File: config.mk
export PLATFORM = sky130hd
export DESIGN_NAME = win_sum_sched
export DESIGN_NICKNAME = d
export VERILOG_FILES = /design/src/rtl/win_sum_pkg.sv /design/src/rtl/win_sum_rr_arb.sv /design/src/rtl/win_sum_sched.sv
export SDC_FILE = /design/constraint.sdc
export NUM_CORES = 1
export LEC_CHECK = 0
export ABC_AREA = 1
export BUFFER_PORTS_ARGS = -buffer_cell sky130_fd_sc_hd__clkbuf_2
export CAP_MARGIN = 20
export CORE_AREA = 2 2 179 181
export CTS_BUF_LIST = sky130_fd_sc_hd__clkbuf_4
export DETAILED_ROUTE_END_ITERATION = 6
export DIE_AREA = 0 0 181 183
export GPL_TIMING_DRIVEN = 0
export PLACE_DENSITY_LB_ADDON = 0.3
export SYNTH_ARGS = -nofsm -noshare
export SYNTH_HDL_FRONTEND = slang
export SYNTH_SLANG_ARGS = --single-unit
File: constraint.sdc
create_clock -name clk -period 6.1 [get_ports clk]
set_input_delay 0.305 -clock clk [delete_from_list [all_inputs] [get_ports clk]]
set_output_delay 0.305 -clock clk [all_outputs]
set_load 0.03 [all_outputs]
File: src/rtl/win_sum_pkg.sv
// Shared helpers and width derivations for the multi-channel moving-window sum.
// Optional feature macro: WSUM_FLUSH_EN (adds a per-channel flush input).
package win_sum_pkg;

  function automatic int clog2(input int v);
    int r;
    r = 0;
    while ((1 << r) < v) r++;
    return r;
  endfunction

  // Result width that can never overflow: window of full-scale samples.
  function automatic int sum_width(input int data_w, input int win);
    return data_w + clog2(win);
  endfunction

  // Default configuration derivations.
  localparam int CH_NUM_DEF = 4;
  localparam int DATA_W_DEF = 8;
  localparam int WIN_DEF    = 8;
  localparam int CH_W       = clog2(CH_NUM_DEF);
  localparam int PTR_W      = clog2(WIN_DEF);
  localparam int SUM_W      = sum_width(DATA_W_DEF, WIN_DEF);

  typedef logic [CH_W-1:0] ch_idx_t;

endpackage

File: src/rtl/win_sum_rr_arb.sv
// Round-robin arbiter: first requester at or after ptr (mod N) wins.
module win_sum_rr_arb
  import win_sum_pkg::*;
#(
  parameter int N = 4,
  localparam int IW = clog2(N)
) (
  input  logic [N-1:0]  req,
  input  logic [IW-1:0] ptr,
  input  logic          en,
  output logic [N-1:0]  gnt,
  output logic [IW-1:0] idx
);

  int            c;
  logic          found;
  logic [IW-1:0] cidx;

  // Scan from ptr with wraparound; first hit is the one-hot grant.
  always_comb begin
    gnt   = '0;
    idx   = '0;
    found = 1'b0;
    c     = 0;
    cidx  = '0;
    for (int k = 0; k < N; k++) begin
      c = int'(ptr) + k;
      if (c >= N) c = c - N;
      cidx = IW'(c);
      if (en && !found && req[cidx]) begin
        found     = 1'b1;
        gnt[cidx] = 1'b1;
        idx       = cidx;
      end
    end
  end

endmodule

File: src/rtl/win_sum_sched.sv
// Moving-window sum shared round-robin across CH_NUM sample channels.
// Each channel keeps its own WIN-deep history, write pointer and running sum;
// one sample is accepted per cycle and its new sum appears one cycle later.
// Optional feature macro: WSUM_FLUSH_EN (per-channel flush input).
module win_sum_sched
  import win_sum_pkg::*;
#(
  parameter int CH_NUM = 4,
  parameter int DATA_W = 8,
  parameter int WIN    = 8,
  localparam int CHW   = clog2(CH_NUM),
  localparam int PW    = clog2(WIN),
  localparam int SW    = sum_width(DATA_W, WIN)
) (
  input  logic                     clk,
  input  logic                     rst_n,
  input  logic [CH_NUM-1:0]        req_valid,
  input  logic [CH_NUM*DATA_W-1:0] req_data,
  output logic [CH_NUM-1:0]        req_ready,
`ifdef WSUM_FLUSH_EN
  input  logic [CH_NUM-1:0]        flush,
`endif
  output logic                     o_valid,
  input  logic                     o_ready,
  output logic [CHW-1:0]           o_ch,
  output logic [SW-1:0]            o_y
);

  logic [CH_NUM-1:0][WIN-1:0][DATA_W-1:0] hist_q;
  logic [CH_NUM-1:0][PW-1:0]              wp_q;
  logic [CH_NUM-1:0][SW-1:0]              sum_q;
  logic [CHW-1:0]                         rr_q, rr_d;
  logic                                   ov_q, ov_d;
  logic [CHW-1:0]                         och_q, och_d;
  logic [SW-1:0]                          oy_q, oy_d;

  logic [CH_NUM-1:0] flush_m, cand, gnt;
  logic [CHW-1:0]    gidx;
  logic              stall, arb_en, any_gnt;
  logic [DATA_W-1:0] x, old;
  logic [SW-1:0]     new_sum;

`ifdef WSUM_FLUSH_EN
  assign flush_m = flush;
`else
  assign flush_m = '0;
`endif

  // Nothing is granted while the result register is blocked or in reset;
  // flushed channels sit out arbitration for the flush cycle.
  always_comb begin
    stall  = ov_q & ~o_ready;
    arb_en = rst_n & ~stall;
    cand   = req_valid & ~flush_m;
  end

  win_sum_rr_arb #(.N(CH_NUM)) u_arb (
    .req (cand),
    .ptr (rr_q),
    .en  (arb_en),
    .gnt (gnt),
    .idx (gidx)
  );

  assign req_ready = gnt;
  assign o_valid   = ov_q;
  assign o_ch      = och_q;
  assign o_y       = oy_q;

  // Shared datapath: evict the oldest sample of the granted channel, add the new one.
  // sum >= any single history entry, so the subtraction cannot underflow.
  always_comb begin
    any_gnt = |gnt;
    x       = req_data[int'(gidx)*DATA_W +: DATA_W];
    old     = hist_q[gidx][wp_q[gidx]];
    new_sum = sum_q[gidx] + SW'(x) - SW'(old);
    rr_d    = rr_q;
    if (any_gnt) rr_d = (int'(gidx) == CH_NUM-1) ? '0 : gidx + CHW'(1);
  end

  // Result register: hold while stalled, load on grant, otherwise drain.
  always_comb begin
    ov_d  = ov_q;
    och_d = och_q;
    oy_d  = oy_q;
    if (!stall) begin
      if (any_gnt) begin
        ov_d  = 1'b1;
        och_d = gidx;
        oy_d  = new_sum;
      end else begin
        ov_d  = 1'b0;
      end
    end
  end

  // Per-channel history, pointer and running sum; flush wins over a write.
  always_ff @(posedge clk or negedge rst_n) begin
    if (!rst_n) begin
      hist_q <= '0;
      wp_q   <= '0;
      sum_q  <= '0;
    end else begin
      for (int i = 0; i < CH_NUM; i++) begin
        if (flush_m[i]) begin
          hist_q[i] <= '0;
          wp_q[i]   <= '0;
          sum_q[i]  <= '0;
        end else if (gnt[i]) begin
          hist_q[i][wp_q[i]] <= x;
          wp_q[i]            <= wp_q[i] + PW'(1);
          sum_q[i]           <= new_sum;
        end
      end
    end
  end

  // Arbitration pointer and output register state.
  always_ff @(posedge clk or negedge rst_n) begin
    if (!rst_n) begin
      rr_q  <= '0;
      ov_q  <= 1'b0;
      och_q <= '0;
      oy_q  <= '0;
    end else begin
      rr_q  <= rr_d;
      ov_q  <= ov_d;
      och_q <= och_d;
      oy_q  <= oy_d;
    end
  end

endmodule

; ---- Word-level counts from Yosys, hierarchy flattened
; Index checks and enable logic that the tools add are counted.
[word_totals]
ff_bits = 328
in_bits = 39
output_inout_bits = 18
elab_cells = 162
[op_classes]
add_sub_neg = 14
n_lt_le_gt_ge = 22
eq_ne = 1
shifts = 1
muxes = 53
bitwise_logic = 7
n_reduce_logical = 20
[op_table]
columns = cell, n
row1 = bitwise mux 64 bit, 4
row2 = binary-select mux 64 bit (select 2 bit), 1
row3 = demux 8 bit (select 3 bit), 4
row4 = two-way mux 64 bit, 1
row5 = two-way mux 8 bit, 5
row6 = indexed part select 32 x 6 -> 8 bit, 1
row7 = binary-select mux 8 bit (select 3 bit), 1
row8 = binary-select mux 11 bit (select 2 bit), 1
row9 = "< comparator 3 x 4 -> 1 bit, second input constant", 5
row10 = two-way mux 2 bit, 9
row11 = two-way mux 4 bit, 4
row12 = logical AND 1 bit, 15
row13 = "< comparator 2 x 3 -> 1 bit, second input constant", 5
row14 = "adder 3 x 1 -> 3 bit, second input constant", 4
row15 = ">= comparator 3 x 1 -> 1 bit, second input constant", 4
row16 = two-way mux 1 bit, 12
row17 = OR 4 bit, 3
row18 = adder 11 x 8 -> 11 bit, 1
row19 = two-way mux 11 bit, 1
row20 = subtractor 11 x 8 -> 11 bit, 1
row21 = ">= comparator 3 bit, second input constant", 3
row22 = binary-select mux 1 bit (select 2 bit), 4
row23 = demux 1 bit (select 2 bit), 4
row24 = ">= comparator 2 x 1 -> 1 bit, second input constant", 4
row25 = other kinds (13), 21

; ---- Longest topological paths before layout
[depth]
word_depth = 23
mapped_depth = 39
ltp_nobuf = 36

; ---- Modules after synthesis
; Synthesis repeated with hierarchy kept, for this count alone.
[hier_totals]
cells_unflattened = 2353
hier_area_um2 = 17404.2
[modules_own_cells]
columns = mod, n_inst, cells_per_inst, area_each_um2, seq_area_each_um2
row1 = win_sum_sched, 1, 2271, 16898.7, 8207.9
row2 = win_sum_rr_arb, 1, 82, 505.5, 0.0

; ---- Worst setup path before layout
; No wires, ideal clock.
[synth_timing]
path_type = register to register
from = reg rr_q[0]
to = reg sum_q[21] (netlist name)
setup_ns = 0.121
arrival_ns = 4.742
required_ns = 5.979
path_slack_ns = 1.237
path_stages_with_launch = 36
path_buffers = 3
period_less_slack_ns = 4.863
cell_sequence = dfrtp_1 > inv_2 > ha_1 > inv_1 > nand3_1 > nand2_2 > nand3_2 > nor2_4 > nor2_1 > nand2_4 > nand2_4 > buf_6 > buf_8 > nand2_1 > nand3_2 > nand2_2 > buf_4 > nand2_1 > nand2_1 > nand2_1 > nand3_1 > nand2_1 > fa_1 > fa_1 > o21ai_0 > nand2_1 > nand2_1 > a21oi_1 > o21ai_0 > nand2_1 > nand2_1 > a21oi_1 > inv_1 > nand3_1 > nand3_1 > nand2_1
[synth_between]
elab_chain_cells = 23
elab_cells_between_ends = 78
cone_classes = add/sub (9) / order compare (12) / shift (1) / mux (39) / bitwise (3) / reduce/logical (14)
[synth_rtl]
columns = element, line
row1 = start: declaration, win_sum_sched.sv:32  ; logic [CHW-1:0] rr_q, rr_d;
row2 = start signal: assignment, win_sum_sched.sv:126  ; rr_q <= rr_d;
row3 = branches (longest 23 deep; another with adder 2 x 1 -> 3 bit), -
row4 = end signal: indexed assignment, win_sum_sched.sv:112  ; sum_q[i] <= new_sum;
row5 = end: declaration, win_sum_sched.sv:31  ; logic [CH_NUM-1:0][SW-1:0] sum_q;
; Several ways; the timed one is not identified. The select of a mux whose other input is x is not followed.
; A chain may end at the register's enable or synchronous reset.

; ---- Worst setup path in the final report
[layout_timing]
from = reg rr_q[0]
to = reg oy_q[10] (netlist: o_y[10])
[layout_between]
elab_chain_cells = 23
elab_cells_between_ends = 80
cone_classes = add/sub (9) / order compare (12) / shift (1) / mux (39) / bitwise (3) / reduce/logical (16)
[layout_rtl]
columns = element, line
row1 = branches (longest 23 deep; another with adder 2 x 1 -> 3 bit), -
row2 = end signal: assignment, win_sum_sched.sv:129  ; oy_q <= oy_d;
row3 = end: declaration, win_sum_sched.sv:35  ; logic [SW-1:0] oy_q, oy_d;
; Several ways; the timed one is not identified. The select of a mux whose other input is x is not followed.

==> flow_metrics.tcl <==
set metrics [dict create \
    status "finished, violations left" \
    violations "DRC" \
    fin_skew_ps 48.7 \
    die_area_um2 33100 \
    synth_nets 2351 \
    route.met3.wl_um 6510 \
    fmax_mhz 173 \
    antenna_found_initial 2 \
    num_vias 16800 \
    dp_hpwl_um 46600 \
    die_w_um 181 \
    chipHeight_um 183 \
    grt_overflow 0 \
    synth_cells 2284 \
    r2r-start "rr_q[0]" \
    routed_wl_um 64300 \
    port_buffers 56 \
    hp-start "req_data[1]" \
    cap_violations 0 \
    io_pins 57 \
    crit_arrival_ps 6450 \
    place.gp.congestion 1.06 \
    reg2reg_depth 32 \
    wl_met1_um 24700 \
    drc 5 \
    ys_types 39 \
    path_max_fanout 10 \
    synth_area_um2 17300 \
    wl_met2_um 29400 \
    syn_avg_cell_area_um2 7.57 \
    wire_per_inst_um 22.1 \
    hold_ws_ps 159 \
    ys_seq_area_share_pct 47.5 \
    dr.pass1.iters 7 \
    clk_latency_ps 800 \
    grt_first_pass_wirelength_um 96200 \
    endpoint_kind "register" \
    path_delay_family "simple AND/OR/NAND/NOR gates" \
    ant_nets 0 \
    yosys.area.top_type "dfrtp_1" \
    finalMaxSlewViolations 0 \
    worstHoldEndpoint "hist_q[121]" \
    grt_use_total_pct 39.6 \
    h-tree-depth 3 \
    fin_crit_ps 5780 \
    areaGrowthSynthToFinish_pct 12.8 \
    clk_pin_slew_ps 70 \
    ys_ff_latch 328 \
    cp.required_ps 6770 \
    worst_setup_path_start_kind "register" \
    cts_tree "built" \
    first_global_vias 16300 \
    async_flop_share_pct 100 \
    top_layer_used "met4" \
    synth-edff-count 0 \
    clock_sinks 328 \
    nets 2510 \
    cts_root_buf "clkbuf_4" \
    cts_buffers 87 \
    worst_pin_slew_ps 1180 \
    synthTopCellsByArea "dfrtp_1 47%, nand2_1 18%, nand3_1 7.3%" \
    setup_viol 0 \
    hold_path_depth 4 \
    timing.final.crit_share_pct 94.8 \
    slowest_delay_ps 530 \
    yosys.area.top_type_share_pct 47.5 \
    relSlewSlack_pct 21.1 \
    final_layout_size_suffix_gt1_share_pct 13.5 \
    cp_slowest_cell "fa_1" \
    hold_path_class "input pin to register" \
    cp_num_buf_inv 5 \
    setup_tns_ps 0 \
    grt_start_max_net_pins 114 \
    criticalPathCategory "register to register" \
    num_rows 65 \
    ys_warn_count 0 \
    r2r_end "o_y[10]" \
    crit_path_frequent_cell "nand2_1" \
    r2r_slack_ps 320 \
    dominantRegCellSynth "dfrtp_1" \
    start_util_pct 55.4 \
    via_per_inst 5.77 \
    placeableCoreArea_um2 31200 \
    hold_violations 0 \
    clk_path_buf_depth 3 \
    drt_iter0_markers 2023 \
]
## layout by cell type, fill, tap and decap left out, types with 3 or more instances in the layout
cell type	n
nand2_1	823
dfrtp_1	326
nand3_1	250
inv_1	211
o21ai_0	176
o21ai_1	139
clkbuf_4	132
clkbuf_2	72
nand3b_1	52
nor2_1	45
clkbuf_1	44
buf_2	42
a21oi_1	22
ha_1	20
clkinv_1	17
buf_6	16
nand3_2	9
buf_4	9
xor2_1	9
fa_1	8
nand2_2	7
inv_2	7
diode_2	5
nand2_4	5
buf_12	5
a21oi_2	4
a22o_1	4
buf_16	4
nor2_2	3
o21ai_2	3
clkinv_2	3
buf_1	3
o22a_1	3
o22a_2	3
dlygate4sd3_1	3
## state kept, by name, indices dropped and copies added, names as in the netlist
| name | cells |
|---|---|
| hist_q | 256 |
| o_ch | 2 |
| o_valid | 1 |
| o_y | 11 |
| rr_q | 2 |
| sum_q | 44 |
| wp_q | 12 |
## worst max path at each step
stage            start         to  slack, ps  cells after the start
3_3_place_gp     rst_n  sum_q[10]      -6000                     31
5_1_grt        rr_q[0]  sum_q[10]        -10                     34
6_report       rr_q[0]    o_y[10]        320                     32
2_1_floorplan  rr_q[0]  sum_q[21]       1240                     35
4_1_cts        rr_q[0]    o_y[10]         40                     33
3_5_place_dp     rst_n  sum_q[32]       -660                     32
## synth_stat cells (all sizes together), types with 6 or more instances
master and number:
nand2 835, dfrtp 328, o21ai 318, nand3 259
inv 216, buf 77, clkbuf 65, nand3b 52
nor2 49, a21oi 26, ha 20, xor2 10
fa 8, o22a 6
## tightest hold or removal path, stage by stage
cell      delay [ps]
clkbuf_2          70
nor2_1            40
o22a_2           320
o21ai_0          170
## what timing repair did
item	CTS	global route
hold endpoints to repair	140	0
resized for setup	26	33
hold buffers	9	0
buffers inserted	0	2
endpoints found under the setup margin	25	22
## cell families after synthesis
kind of cell / after synthesis / share of synthesized area (%)
AO/OA/AOI/OAI: 361 / 10.9
XOR/XNOR: 12 / 0.608
flip-flops: 328 / 47.5
buffers and inverters: 359 / 9.07
AND/OR/NAND/NOR: 1196 / 29.5
adder cells (fa/ha/maj): 28 / 2.37
## per-stage QoR
step | setup WS (ps) | std cells | instance area (um^2) | utilization [%]
2_1_floorplan | 1240 | 2284 | 17300 | -
3_3_place_gp | -6000 | 2742 | 18100 | 57.9
3_5_place_dp | -659 | 2745 | 18200 | 58.2
4_1_cts | 41.2 | 2900 | 19400 | 62.1
5_1_grt | -14.6 | 2903 | 19500 | 62.4
6_report | 316 | 2907 | 19500 | 62.4
## routing by layer
metal / GRT usage, % / vias up
li1: - / 7672
met1: 49.6 / 7927
met2: 62.9 / 971
met3: 9.55 / 216
met4: 23.7 / 0
met5: 0 / -
## layout make-up
type	count	area, um^2
fill	2899	11700
buffer	142	817
sequential	328	8210
multi-input combinational	1597	7550
tap	402	503
antenna	5	12.5
clock buffer	121	908
clock inverter	25	130
timing repair buffer	70	544
inverter	217	818
Power is left out: the tool's default activity adds up to more than one toggle a clock period on the data nets, which glitch-free logic cannot reach.
